`src/rtl/mole_game_core.sv`:
```
// Whack-a-mole engine: LFSR spawn, shrinking reaction window, score/miss tally.
// Ports: clk, rst_n (sync, active-low), ena, start, btn -> mole, score, misses, game_over, hit/miss pulses.
module mole_game_core #(
  parameter int NUM_MOLES      = 8,
  parameter int TICK_DIV       = 1000,
  parameter int TIMEOUT_MS     = 1000,
  parameter int MIN_TIMEOUT_MS = 250,
  parameter int SPEEDUP_MS     = 50,
  parameter int GAP_MS         = 200,
  parameter int MAX_MISSES     = 3,
  parameter int SCORE_W        = 8
) (
  input  logic                              clk,
  input  logic                              rst_n,
  input  logic                              ena,
  input  logic                              start,
  input  logic [NUM_MOLES-1:0]              btn,
  output logic [NUM_MOLES-1:0]              mole,
  output logic [SCORE_W-1:0]                score,
  output logic [$clog2(MAX_MISSES+1)-1:0]   misses,
  output logic                              game_over,
  output logic                              hit_pulse,
  output logic                              miss_pulse
);

  localparam int WW     = $clog2(TIMEOUT_MS + 1);
  localparam int MS_MAX = (TIMEOUT_MS > GAP_MS) ? TIMEOUT_MS : GAP_MS;
  localparam int CW     = $clog2(MS_MAX + 1);
  localparam int PW     = (TICK_DIV > 1) ? $clog2(TICK_DIV) : 1;
  localparam int MW     = $clog2(MAX_MISSES + 1);
  localparam int SPW    = ($clog2(SPEEDUP_MS + 1) > WW) ?
                          $clog2(SPEEDUP_MS + 1) : WW;
  localparam int SW     = SPW + 1;

  localparam logic [PW-1:0]      PRE_LAST  = PW'(TICK_DIV - 1);
  localparam logic [WW-1:0]      WIN_INIT  = WW'(TIMEOUT_MS);
  localparam logic [WW-1:0]      WIN_MIN   = WW'(MIN_TIMEOUT_MS);
  localparam logic [CW-1:0]      GAP_LAST  = CW'(GAP_MS - 1);
  localparam logic [MW-1:0]      MISS_MAX  = MW'(MAX_MISSES);
  localparam logic [SCORE_W-1:0] SCORE_MAX = '1;
  localparam logic [15:0]        SEED      = 16'hACE1;
  localparam logic [3:0]         NM        = 4'(NUM_MOLES);

  typedef enum logic [2:0] {
    S_IDLE,
    S_SPAWN,
    S_UP,
    S_GAP,
    S_OVER
  } state_t;

  state_t                 r_state;
  logic [15:0]            r_lfsr;
  logic [NUM_MOLES-1:0]   r_btn_q;
  logic [PW-1:0]          r_pre;
  logic [CW-1:0]          r_ms;
  logic [WW-1:0]          r_window;
  logic [3:0]             r_prev_idx;
  logic                   r_prev_vld;
  logic [NUM_MOLES-1:0]   r_mole;
  logic [SCORE_W-1:0]     r_score;
  logic [MW-1:0]          r_misses;
  logic                   r_over;
  logic                   r_hit;
  logic                   r_miss;

  logic [15:0]            w_lfsr_shift;
  logic [15:0]            w_lfsr_nxt;
  logic [NUM_MOLES-1:0]   w_rise;
  logic                   w_wrong;
  logic                   w_good;
  logic                   w_tick;
  logic [CW-1:0]          w_win_m1;
  logic                   w_up_exp;
  logic                   w_gap_exp;
  logic [PW-1:0]          w_pre_nxt;
  logic [CW-1:0]          w_ms_nxt;
  logic [3:0]             w_idx_raw;
  logic [3:0]             w_idx_inc;
  logic [3:0]             w_idx;
  logic [NUM_MOLES-1:0]   w_mole_nxt;
  logic [SCORE_W-1:0]     w_score_inc;
  logic [MW-1:0]          w_miss_inc;
  logic [SW-1:0]          w_win_sub;
  logic                   w_win_clamp;
  logic [WW-1:0]          w_win_hit;

  // Fibonacci LFSR, taps 16,14,13,11; lock-up state is replaced by the seed
  assign w_lfsr_shift = {r_lfsr[14:0],
                         r_lfsr[15] ^ r_lfsr[13] ^ r_lfsr[12] ^ r_lfsr[10]};
  assign w_lfsr_nxt   = (w_lfsr_shift == 16'h0) ? SEED : w_lfsr_shift;

  assign w_rise  = btn & ~r_btn_q;
  // any stray rise is a miss, even alongside the lit button
  assign w_wrong = |(w_rise & ~r_mole);
  assign w_good  = |(w_rise & r_mole);

  assign w_tick    = (r_pre == PRE_LAST);
  assign w_win_m1  = CW'(r_window) - CW'(1);
  assign w_up_exp  = w_tick && (r_ms == w_win_m1);
  assign w_gap_exp = w_tick && (r_ms == GAP_LAST);
  assign w_pre_nxt = w_tick ? '0 : r_pre + PW'(1);
  assign w_ms_nxt  = w_tick ? r_ms + CW'(1) : r_ms;

  // lane pick; a repeat of the previous lane is nudged to the next one
  assign w_idx_raw  = {1'b0, r_lfsr[2:0]} % NM;
  assign w_idx_inc  = (w_idx_raw == NM - 4'd1) ? 4'd0 : w_idx_raw + 4'd1;
  assign w_idx      = (r_prev_vld && (w_idx_raw == r_prev_idx)) ?
                      w_idx_inc : w_idx_raw;
  assign w_mole_nxt = NUM_MOLES'(1) << w_idx;

  assign w_score_inc = (r_score == SCORE_MAX) ? r_score : r_score + SCORE_W'(1);
  assign w_miss_inc  = r_misses + MW'(1);

  // subtract in a wider field so a borrow is visible, then clamp
  assign w_win_sub   = SW'(r_window) - SW'(SPEEDUP_MS);
  assign w_win_clamp = w_win_sub[SW-1] || (w_win_sub < SW'(MIN_TIMEOUT_MS));
  assign w_win_hit   = w_win_clamp ? WIN_MIN : w_win_sub[WW-1:0];

  always_ff @(posedge clk) begin
    if (!rst_n) begin
      r_state    <= S_IDLE;
      r_lfsr     <= SEED;
      r_btn_q    <= '0;
      r_pre      <= '0;
      r_ms       <= '0;
      r_window   <= WIN_INIT;
      r_prev_idx <= '0;
      r_prev_vld <= 1'b0;
      r_mole     <= '0;
      r_score    <= '0;
      r_misses   <= '0;
      r_over     <= 1'b0;
      r_hit      <= 1'b0;
      r_miss     <= 1'b0;
    end else if (ena) begin
      r_lfsr  <= w_lfsr_nxt;
      r_btn_q <= btn;
      r_hit   <= 1'b0;
      r_miss  <= 1'b0;
      case (r_state)
        S_IDLE: begin
          if (start) begin
            r_prev_vld <= 1'b0;
            r_state    <= S_SPAWN;
          end
        end
        S_SPAWN: begin
          r_mole     <= w_mole_nxt;
          r_prev_idx <= w_idx;
          r_prev_vld <= 1'b1;
          r_pre      <= '0;
          r_ms       <= '0;
          r_state    <= S_UP;
        end
        S_UP: begin
          if (w_wrong || (!w_good && w_up_exp)) begin
            r_misses <= w_miss_inc;
            r_miss   <= 1'b1;
            r_mole   <= '0;
            r_pre    <= '0;
            r_ms     <= '0;
            if (w_miss_inc == MISS_MAX) begin
              r_over  <= 1'b1;
              r_state <= S_OVER;
            end else begin
              r_state <= S_GAP;
            end
          end else if (w_good) begin
            r_score  <= w_score_inc;
            r_window <= w_win_hit;
            r_hit    <= 1'b1;
            r_mole   <= '0;
            r_pre    <= '0;
            r_ms     <= '0;
            r_state  <= S_GAP;
          end else begin
            r_pre <= w_pre_nxt;
            r_ms  <= w_ms_nxt;
          end
        end
        S_GAP: begin
          if (w_gap_exp) begin
            r_state <= S_SPAWN;
          end else begin
            r_pre <= w_pre_nxt;
            r_ms  <= w_ms_nxt;
          end
        end
        S_OVER: begin
          if (start) begin
            r_score    <= '0;
            r_misses   <= '0;
            r_window   <= WIN_INIT;
            r_over     <= 1'b0;
            r_prev_vld <= 1'b0;
            r_state    <= S_SPAWN;
          end
        end
        default: r_state <= S_IDLE;
      endcase
    end
  end

  assign mole       = r_mole;
  assign score      = r_score;
  assign misses     = r_misses;
  assign game_over  = r_over;
  assign hit_pulse  = r_hit;
  assign miss_pulse = r_miss;

endmodule

```
`config.mk`:
```
export PLATFORM = sky130hd
export DESIGN_NAME = mole_game_core
export DESIGN_NICKNAME = d
export VERILOG_FILES = /design/src/rtl/mole_game_core.sv
export SDC_FILE = /design/constraint.sdc
export NUM_CORES = 1
export LEC_CHECK = 0
export CAP_MARGIN = 20
export CORE_ASPECT_RATIO = 1.2
export CORE_UTILIZATION = 50
export DETAILED_ROUTE_END_ITERATION = 12
export GPL_TIMING_DRIVEN = 1
export PLACE_DENSITY_LB_ADDON = 0.15
export SLEW_MARGIN = 0
export SYNTH_ARGS = -nofsm -noshare
export SYNTH_HDL_FRONTEND = slang
export SYNTH_SLANG_ARGS = --single-unit
export TNS_END_PERCENT = 100
```
`constraint.sdc`:
```
create_clock -name clk -period 2.25 [get_ports clk]
set_input_delay 0.225 -clock clk [delete_from_list [all_inputs] [get_ports clk]]
set_output_delay 0.225 -clock clk [all_outputs]
set_load 0.01 [all_outputs]
```
### Yosys cells after proc, flatten, opt, wreduce, memory -nomap -nowiden

Cells that the tools add are included.

| word-level totals | value |
|---|---|
| bits in registers | 83 |
| input bits | 12 |
| output and inout port bits | 21 |
| logic and storage cells | 122 |

| operators by class | value |
|---|---|
| $add $sub $neg | 7 |
| order comparisons | 1 |
| equality and inequality tests | 21 |
| shift operators | 1 |
| multiplexer cells | 45 |
| bitwise gates (word level) | 8 |
| reductions and logical operators | 25 |

Operators by type and width:

| kind | count |
|---|---|
| 2-to-1 mux 10 bit | 12 |
| one-hot mux 10 bit (3 select lines) | 2 |
| 2-to-1 mux 8 bit | 6 |
| one-hot mux 8 bit (2 select lines) | 2 |
| bitwise AND 8 bit | 3 |
| adder 10 x 1 -> 10 bit, second input constant | 2 |
| one-hot mux 10 bit (2 select lines) | 1 |
| zero test 16 bit | 1 |
| 2-to-1 mux 16 bit | 1 |
| != test 2 bit, second input constant | 8 |
| NOT 8 bit | 2 |
| OR reduction 8 bit | 2 |
| 2-to-1 mux 3 bit | 5 |
| one-hot mux 3 bit (4 select lines) | 1 |
| < comparator 11 x 8 -> 1 bit, second input constant | 1 |
| subtractor 10 x 6 -> 11 bit, second input constant | 1 |
| equality test 10 bit | 1 |
| equality test 10 bit, second input constant | 1 |
| equality test 10 x 8 -> 1 bit, second input constant | 1 |
| AND reduction 5 bit | 2 |
| subtractor 10 x 1 -> 10 bit, second input constant | 1 |
| AND reduction 3 bit | 3 |
| adder 8 x 1 -> 8 bit, second input constant | 1 |
| equality test 8 bit, second input constant | 1 |
| other kinds (26) | 47 |

### Logic depth before layout (Yosys ltp)

Gate-level depths: netlist of run 1.

| depth | value |
|---|---|
| depth after elaboration | 9 |
| gate-level depth with buffers | 11 |

### Worst setup path after synthesis of run 1

Ideal clock, no wire load.

| timing | value |
|---|---|
| path type | reg2reg |
| from | register r_window[1] |
| to | register r_ms[0] |
| arrival time | 2.215 ns |
| required time | 2.128 ns |
| setup slack | -0.087 ns |
| stages on the path, launching flop included | 11 |
| buffers on the path | 2 |
| clock period less this slack | 2.337 ns |
| cells stage by stage | dfxtp_1 -> inv_1 -> ha_1 -> nand2b_1 -> a311o_1 -> a2111oi_4 -> or2_1 -> buf_4 -> a31o_1 -> buf_4 -> o22ai_2 |

| between the ends | value |
|---|---|
| word-level cells in the longest chain between the ends | 7 |

Ends and longest elaborated chain:

| item | line | text |
|---|---|---|
| start, declared | 57 | `logic [WW-1:0] r_window;` |
| start signal, assigned | 171 | `r_window <= w_win_hit;` |
| subtractor 10 x 1 -> 10 bit | 99 | `assign w_win_m1 = CW'(r_window) - CW'(1);` |
| equality test 10 bit | 100 | `assign w_up_exp = w_tick && (r_ms == w_win_m1);` |
| logical AND 1 bit | 100 |  |
| logical AND 1 bit | 157 | `if (w_wrong \|\| (!w_good && w_up_exp)) begin` |
| logical OR 1 bit | 157 |  |
| 2-to-1 mux 10 bit | 157 |  |
| one-hot mux 10 bit (3 select lines) | 141 | `case (r_state)` |
| end signal, assigned | 179 | `r_ms <= w_ms_nxt;` |
| end signal, assigned | 187 | `r_ms <= w_ms_nxt;` |
| end, declared | 56 | `logic [CW-1:0] r_ms;` |

Every way passes these cells.
A chain may end at the register's enable or synchronous reset.

### Worst setup path in the final report of run 1

| timing | value |
|---|---|
| from | register r_ms[5] |
| to | register r_ms[9] |

| between the ends | value |
|---|---|
| word-level cells in the longest chain between the ends | 6 |
| elaborated cells between the ends (all ways) | 14 |
| classes of those cells | add/sub (1); eq/ne (3); mux (5); reduce/logical (5) |

Ends and longest elaborated chain:

| item |
|---|
| parallel branches: the longest is 6 deep, another holds adder 10 x 1 -> 10 bit |

Several ways; the timed one is not identified. The select of a mux whose other input is x is not followed.

==> key figures, run 1 <==
STA
  – Worst Max-Slew Pin Slew: 0.541 ns
  – Fin worst setup slack: -0.0702 ns
  – Setup Skew: 0.00710 ns
  – Tmin final: 2.32 ns
  – Relative slew slack: between 60% and 70%
  – Hold slack: 0.471 ns
  – Slew Viols, Final: 0
  – Hold Vio Cnt, Final: 0
  – Achievable frequency: ~0.43 GHz
  – Final worst path period share: 103%
  – Setup TNS: -0.391 ns
  – Final setup violation count: 13
  – RSZ-0062 raised after global routing: true

Layout
  – Area occupied by multi-input gates: roughly 2900 um2
  – Final #Nets: 641
  – FILL cells: 710
  – Sequential cell area: around 1700 um2
  – Commonest non-fill, non-tap cell in the layout: buf_4
  – Share of layout cells above drive strength 1: 27.3%
  – Most frequent cells in the layout: buf_4, dfxtp_1, nor2_1, nand2_1, clkdlybuf4s50_1
  – Layout area overhead: 35.3%
  – Diodes inserted: 0

Place
  – DP HPWL: about 7600 um
  – I/O Buffers: 32
  – Global placer's final weighted congestion: 0.873

Pwr
  – Peak supply drop: 0.460 mV
  – PD cells: roughly 550 nW/um2
  – Total chip power: 3.24 mW
  – Leakage: about 2.3 nW

Global routing
  – First-pass GRT wire length: about 18000 um
  – Vias in the first global route: 3908
  – Largest net degree at the start of global routing: 41
  – Gr ovfl total: 0
  – All-Layer GR Usage: about a quarter
  – Initial antenna violation count: 0

Critical path
  – Worst EP required: ~2.5 ns
  – Type of destination of the critical path: register
  – Crit Path Category: reg2reg
  – Worst path cell trace: or4b_4, nor4b_4, a31oi_4, buf_4, and3_2, nand3_1, xor2_1, nor2_2
  – CP max stage delay: about 0.54 ns
  – Worst path slowest cell: or4b_4
  – CP delay by family, top: simple AND/OR/NAND/NOR gates
  – Max Fanout on Critical Path: 4
  – Bufs and invs on worst path: 1
  – Critical Path AT: between 2 and 3 ns
  – Critical path startpoint category: register

Floorplanning
  – Die width: 87.4 um
  – CORE AREA: 8520 um2
  – Die Y-Extent: roughly 100 um
  – Die Area: 9140 um2
  – Row Count: 37
  – Ports: 33
  – Initial core utilization: between 50 and 60%

Synth
  – Net Count, Synth: 535
  – Post-synth ARST share: 0%
  – Largest area contributor in the netlist: dfxtp_1
  – Distinct cells, synth: between 60 and 70
  – Avg Cell Area, Syn: 8.51 um2
  – Top FF cell, synth: dfxtp_1
  – Yosys top cell area share: 37.5%
  – Largest cells by area after synthesis: dfxtp_1, nor2_1, mux2i_1
  – Post-Synthesis Cells: 515
  – Post-synth EDFFs: 0
  – #FFs+latches synth: 82
  – Syn. warnings: 0
  – Sequential fraction of the synthesis area: 37.5%
  – Post-Syn Area: between 4000 and 5000 um2

CTS
  – Inserted Clock Buffers: 9
  – Clock transition at path regs: roughly 0.09 ns
  – Clk root buf: clkbuf_8
  – TritonCTS clock tree: done
  – Clock Sinks: 82
  – Clk buf depth: 2
  – H-tree Lvls: 3
  – Skew-Pair Late Insertion Delay: about 0.37 ns

Route
  – Final ANT Viol Nets: 0
  – Wire length per cell: 14.9 um
  – Residual DRC: 0
  – Post-detailed-routing wire length: 11000 um
  – 1st-iter DRT viols: around 210
  – Via Count: 4121
  – Vias per cell: approximately 5.5
  – Drt first pass iters: 5

Status
  – Run status: finished, violations left
  – Failing checks: negative setup slack

Hold path
  – HP Class: reg2reg

Job
  – Max-cap check violation count: 0
==> sequential cells by signal, summed over array words and instances (netlist names) <==
register and flops:
r_prev_idx 4, r_window 9, game_over 1, r_prev_vld 1, miss_pulse 1, r_btn_q 8
score 8, misses 2, r_pre 10, hit_pulse 1, r_ms 10, r_lfsr 16
mole 8, r_state 3
==> stage by stage <==
step | setup WS, ns | util (%) | instance area, um2 | std cells
after floorplan | 0.00501 | - | 4400 | 515
after global placement | -0.252 | 62.4 | 5320 | 715
after detailed placement | -0.323 | 62.4 | 5320 | 715
after CTS | -0.0864 | 66.0 | 5620 | 734
after global routing | -0.171 | 69.6 | 5930 | 743
final | -0.0702 | 69.6 | 5930 | 743
==> cell families (layout without fill, tap and decap cells) <==
logic type	Yosys count	count (layout)	share of synthesized area [%]
simple gates	239	239	29.5
compound gates	94	95	15.1
flops	82	82	37.5
xor+xnor	35	35	7.00
buf+inv	35	145	3.54
mux	22	22	5.06
fa+ha+maj	8	8	2.29
==> layer usage <==
metal / up-vias / share of wire (%) / global-route usage, %
met4: 0 / 2.4 / 11.8
met1: 1958 / 44 / 29.1
met2: 73 / 51 / 42.4
met3: 21 / 3.2 / 3.48
met5: - / 0 / 0
li1: 2069 / - / -
==> what timing repair did <==
| item | CTS | global route |
|---|---|---|
| resized for setup | 19 | 56 |
| cloned | 0 | 2 |
| pin swaps | 6 | 34 |
| setup buffers | 3 | 7 |
| hold buffers | 0 | 0 |
| endpoints found under the setup margin | 39 | 48 |
==> worst paths after layout <==
path                       from       endpoint  slack (ns)  cells after the start
hold / removal    r_prev_idx[3]  r_prev_idx[3]        0.47                      2
setup / recovery        r_ms[5]        r_ms[9]       -0.07                      8
hold reg to reg   r_prev_idx[3]  r_prev_idx[3]        0.47                      2
setup reg to reg        r_ms[5]        r_ms[9]       -0.07                      8
==> cells in the mapped netlist, drive strengths merged (4+ instances only) <==
master,instances
nor3,5
nand3b,13
nor3b,10
o21ai,22
o211ai,4
o31ai,4
or2,4
ha,8
a21oi,17
xnor2,12
xor2,23
a2bb2oi,4
nor4,9
clkbuf,13
nand3,27
nand2,48
nor2,61
dfxtp,82
and3,14
a211oi,6
inv,11
mux2i,21
and2,4
buf,10
or4,5
or3,4
nand2b,11
nand4,12
a31oi,6
o22ai,12
==> where the power goes <==
part / internal, mW / leakage, nW / switching (mW) / total, mW
Clock: 0.532 / 0.0988 / 0.605 / 1.14
Combinational: 0.267 / 1.52 / 0.286 / 0.553
Sequential: 1.50 / 0.671 / 0.0517 / 1.55
==> area by class of cell <==
| class | instances | share of cell area (%) |
|---|---|---|
| repair buffers | 117 | 17.0 |
| clock inverters | 7 | 1.39 |
| multi-input cells | 399 | 48.3 |
| inverters | 12 | 0.844 |
| clock buffers | 9 | 2.09 |
| well taps | 117 | 2.47 |
| flip-flops and latches | 82 | 28.0 |
==> worst reg2reg max path, cell delays in order, from the launching register on <==
cell     delay [ns]
dfxtp_4        0.37
or4b_4         0.55
nor4b_4        0.40
a31oi_4        0.18
buf_4          0.17
and3_2         0.22
nand3_1        0.10
xor2_1         0.18
nor2_2         0.06
(Power assumes the default switching activity.)
==> run 2: changes to the inputs <==
--- a/config.mk
+++ b/config.mk
@@ -9,7 +9,7 @@
 export CORE_ASPECT_RATIO = 1.2
 export CORE_UTILIZATION = 50
 export DETAILED_ROUTE_END_ITERATION = 12
-export GPL_TIMING_DRIVEN = 1
+export GPL_ROUTABILITY_DRIVEN = 0
 export PLACE_DENSITY_LB_ADDON = 0.15
 export SLEW_MARGIN = 0
 export SYNTH_ARGS = -nofsm -noshare
==> results of run 2 <==
No change in the layout: final DEF, timing and power equal those of run 1.
==> run 3: changes to the inputs <==
--- a/config.mk
+++ b/config.mk
@@ -11,6 +11,7 @@
 export DETAILED_ROUTE_END_ITERATION = 12
 export GPL_ROUTABILITY_DRIVEN = 0
 export PLACE_DENSITY_LB_ADDON = 0.15
+export REMOVE_ABC_BUFFERS = 1
 export SLEW_MARGIN = 0
 export SYNTH_ARGS = -nofsm -noshare
 export SYNTH_HDL_FRONTEND = slang
==> key figures, run 3 (synthesized netlist as in run 1, its figures left out) <==
Status
  – Run status: finished, violations left
  – Failing checks: negative setup slack

STA
  – Hold Vio Cnt, Final: 0 (unchanged)
  – Setup Skew: 0.00957 ns (+0.00247 ns)
  – Setup TNS: -1.05 ns (-0.658 ns)
  – Fin worst setup slack: -0.0809 ns (-0.0107 ns)
  – Hold slack: 0.397 ns (-0.0739 ns)
  – Final setup violation count: 24 (+11)
  – RSZ-0062 raised after global routing: true
  – Tmin final: 2.33 ns (+0.0107 ns)
  – Final worst path period share: 104% (+0.48 points)
  – Achievable frequency: 0.429 GHz (-0.46%)
  – Worst Max-Slew Pin Slew: 0.544 ns (+0.00294 ns)
  – Slew Viols, Final: 0 (unchanged)
  – Relative slew slack: 63.8% (-0.20 points)

CTS
  – Cts hold-fix bufs: 0 (unchanged)
  – TritonCTS clock tree: done
  – H-tree Lvls: 3 (unchanged)
  – Clock transition at path regs: 0.08 ns (about the same)
  – Clock Sinks: 82 (unchanged)
  – Skew-Pair Late Insertion Delay: 0.37 ns (about the same)
  – Inserted Clock Buffers: 9 (unchanged)
  – Clk root buf: clkbuf_8
  – Clk buf depth: 2 (unchanged)

Critical path
  – Critical Path AT: 2.62 ns (+0.03 ns)
  – Crit Path Category: reg2reg
  – Type of destination of the critical path: register
  – Worst path cell trace: inv_2, ha_4, nor3b_4, and3_4, o2111ai_4, a2111oi_4, buf_4, a31oi_4, mux2_4, o31ai_2
  – Critical path startpoint category: register
  – Worst reg-to-reg setup slack: -0.08 ns (about the same)
  – Reg2reg path depth: 10 (+2)
  – CP delay by family, top: compound AO/OA/AOI/OAI gates
  – CP max stage delay: 0.37 ns (-0.17 ns)
  – Reg-to-Reg End: misses[0]
  – Worst path slowest cell: a2111oi_4
  – Bufs and invs on worst path: 2 (+1)
  – Reg-to-Reg Start: r_window[2]
  – Worst EP required: 2.54 ns (+0.02 ns)
  – Max Fanout on Critical Path: 5 (+1)

Hold path
  – HP Class: in2reg
  – Worst hold stages: 5 (+3)
  – Hold Path Origin: ena
  – Worst Hold End: r_state[0]

Route
  – Wire length per cell: 15.2 um (+2.0%)
  – Drt first pass iters: 4 (-1)
  – Vias per cell: 5.63 (+1.5%)
  – Final ANT Viol Nets: 0 (unchanged)
  – WL met2: 5730 um (+2.6%)
  – Uppermost routed layer: met4
  – Residual DRC: 0 (unchanged)
  – Post-detailed-routing wire length: 11200 um (+1.9%)
  – Detailed-route wire length on metal 1: 4960 um (+2.5%)
  – Metal3 WL: 305 um (-13%)
  – 1st-iter DRT viols: 191 (-9.9%)
  – Via Count: 4177 (+1.4%)

Pwr
  – Switching share of power: 27.2% (-1.9 points)
  – PD cells: 534 nW/um2 (-2.4%)
  – Total chip power: 3.15 mW (-2.7%)
  – Clk network pwr share: 33.5% (-1.6 points)
  – Peak supply drop: 0.382 mV (-17%)
  – Internal: 2.29 mW (-0.13%)
  – Switch Pwr: 0.857 mW (-9.1%)
  – Seq pwr share: 49.2% (+1.4 points)
  – Comb pwr share: 17.3% (+0.2 points)
  – Leakage: 2.27 nW (-0.78%)

Layout
  – Layout area overhead: 34.8%
  – Final #Nets: 641 (unchanged)
  – Regs by FF count: r_lfsr (16), r_ms (10), r_pre (10)
  – Final cell count without fillers: 742 (-0.13%)
  – Largest Register: r_lfsr
  – Final instance area: 5910 um2 (-0.36%)
  – FILL cells: 716 (+0.85%)
  – Commonest non-fill, non-tap cell in the layout: buf_4
  – Diodes inserted: 0 (unchanged)
  – Largest register FFs: 16 (unchanged)
  – Share of layout cells above drive strength 1: 27.4% (+0.044 points)
  – Most frequent cells in the layout: buf_4, dfxtp_1, nor2_1, nand2_1, clkdlybuf4s50_1
  – Final Util: 69.3% (-0.25 points)

Floorplanning
  – Die Y-Extent: 105 um (unchanged)
  – Initial core utilization: 51.4% (unchanged)
  – Die Area: 9140 um2 (unchanged)
  – Ports: 33 (unchanged)
  – Die width: 87.4 um (unchanged)
  – CORE AREA: 8520 um2 (unchanged)
  – Row Count: 37 (unchanged)

Place
  – DP HPWL: 7710 um (+1.7%)
  – I/O Buffers: 32 (unchanged)
  – Inst Count DP: 714 (-0.14%)
  – Post-DP Area: 5290 um2 (-0.42%)
  – Pre-CTS setup slack: -0.264 ns (+0.0594 ns)

Global routing
  – Largest net degree at the start of global routing: 40 (-2.4%)
  – Vias in the first global route: 3909 (+0.026%)
  – Initial antenna violation count: 0 (unchanged)
  – All-Layer GR Usage: 24.6% (+0.16 points)
  – Gr ovfl total: 0 (unchanged)
  – First-pass GRT wire length: 17700 um (+1.2%)

Job
  – Max-cap check violation count: 0 (unchanged)
## run 3: repair_timing
action                                 CTS  global route
setup endpoints to repair               41            44
cloned                                   0             3
buffers inserted                         1             9
endpoints found under the hold margin    0             0
resized for setup                       29            47
pin swaps                                5            39
## run 3: tightest hold or removal path, delay by kind of cell
kind / cells / cell delay (ns)
AOI/OAI and AO/OA: 3 / 0.25
buffers and inverters: 1 / 0.13
and+or+nand+nor: 1 / 0.09
## run 3: worst max-delay path by stage
stage                startpoint   endpoint  slack (ns)  cells after the start
global placement         btn[3]    r_ms[1]       -0.22                      9
CTS                 r_window[2]  misses[0]       -0.04                      9
floorplan           r_window[1]    r_ms[3]       -0.20                      8
finish              r_window[2]  misses[0]       -0.08                     10
detailed placement       btn[3]    r_ms[1]       -0.26                      9
global route        r_window[2]  misses[0]       -0.17                     10
## run 3: area by class of cell
cell class / instances / area [um2] / share of cell area, %
clock inverters: 3 / 40.0 / 0.678
multi-input cells: 399 / 2880 / 48.7
clock buffers: 12 / 145 / 2.46
repair buffers: 117 / 1000 / 16.9
well taps: 117 / 146 / 2.48
inverters: 12 / 45.0 / 0.763
flip-flops and latches: 82 / 1650 / 28.0
## run 3: per-layer routing
layer  GRT usage, %  vias to the layer above
met5              0                        -
met4           11.2                        0
met3           4.42                       23
met2           41.0                       71
met1           30.4                     2016
li1               -                     2067
## run 3: power groups by stage
stage / sequential [mW] / clock [mW] / combinational, mW
global placement: 1.58 / 0 / 0.446
detailed placement: 1.58 / 0 / 0.456
global route: 1.56 / 1.14 / 0.586
floorplan: 1.58 / 0 / 0.240
CTS: 1.55 / 1.08 / 0.485
finish: 1.55 / 1.06 / 0.546
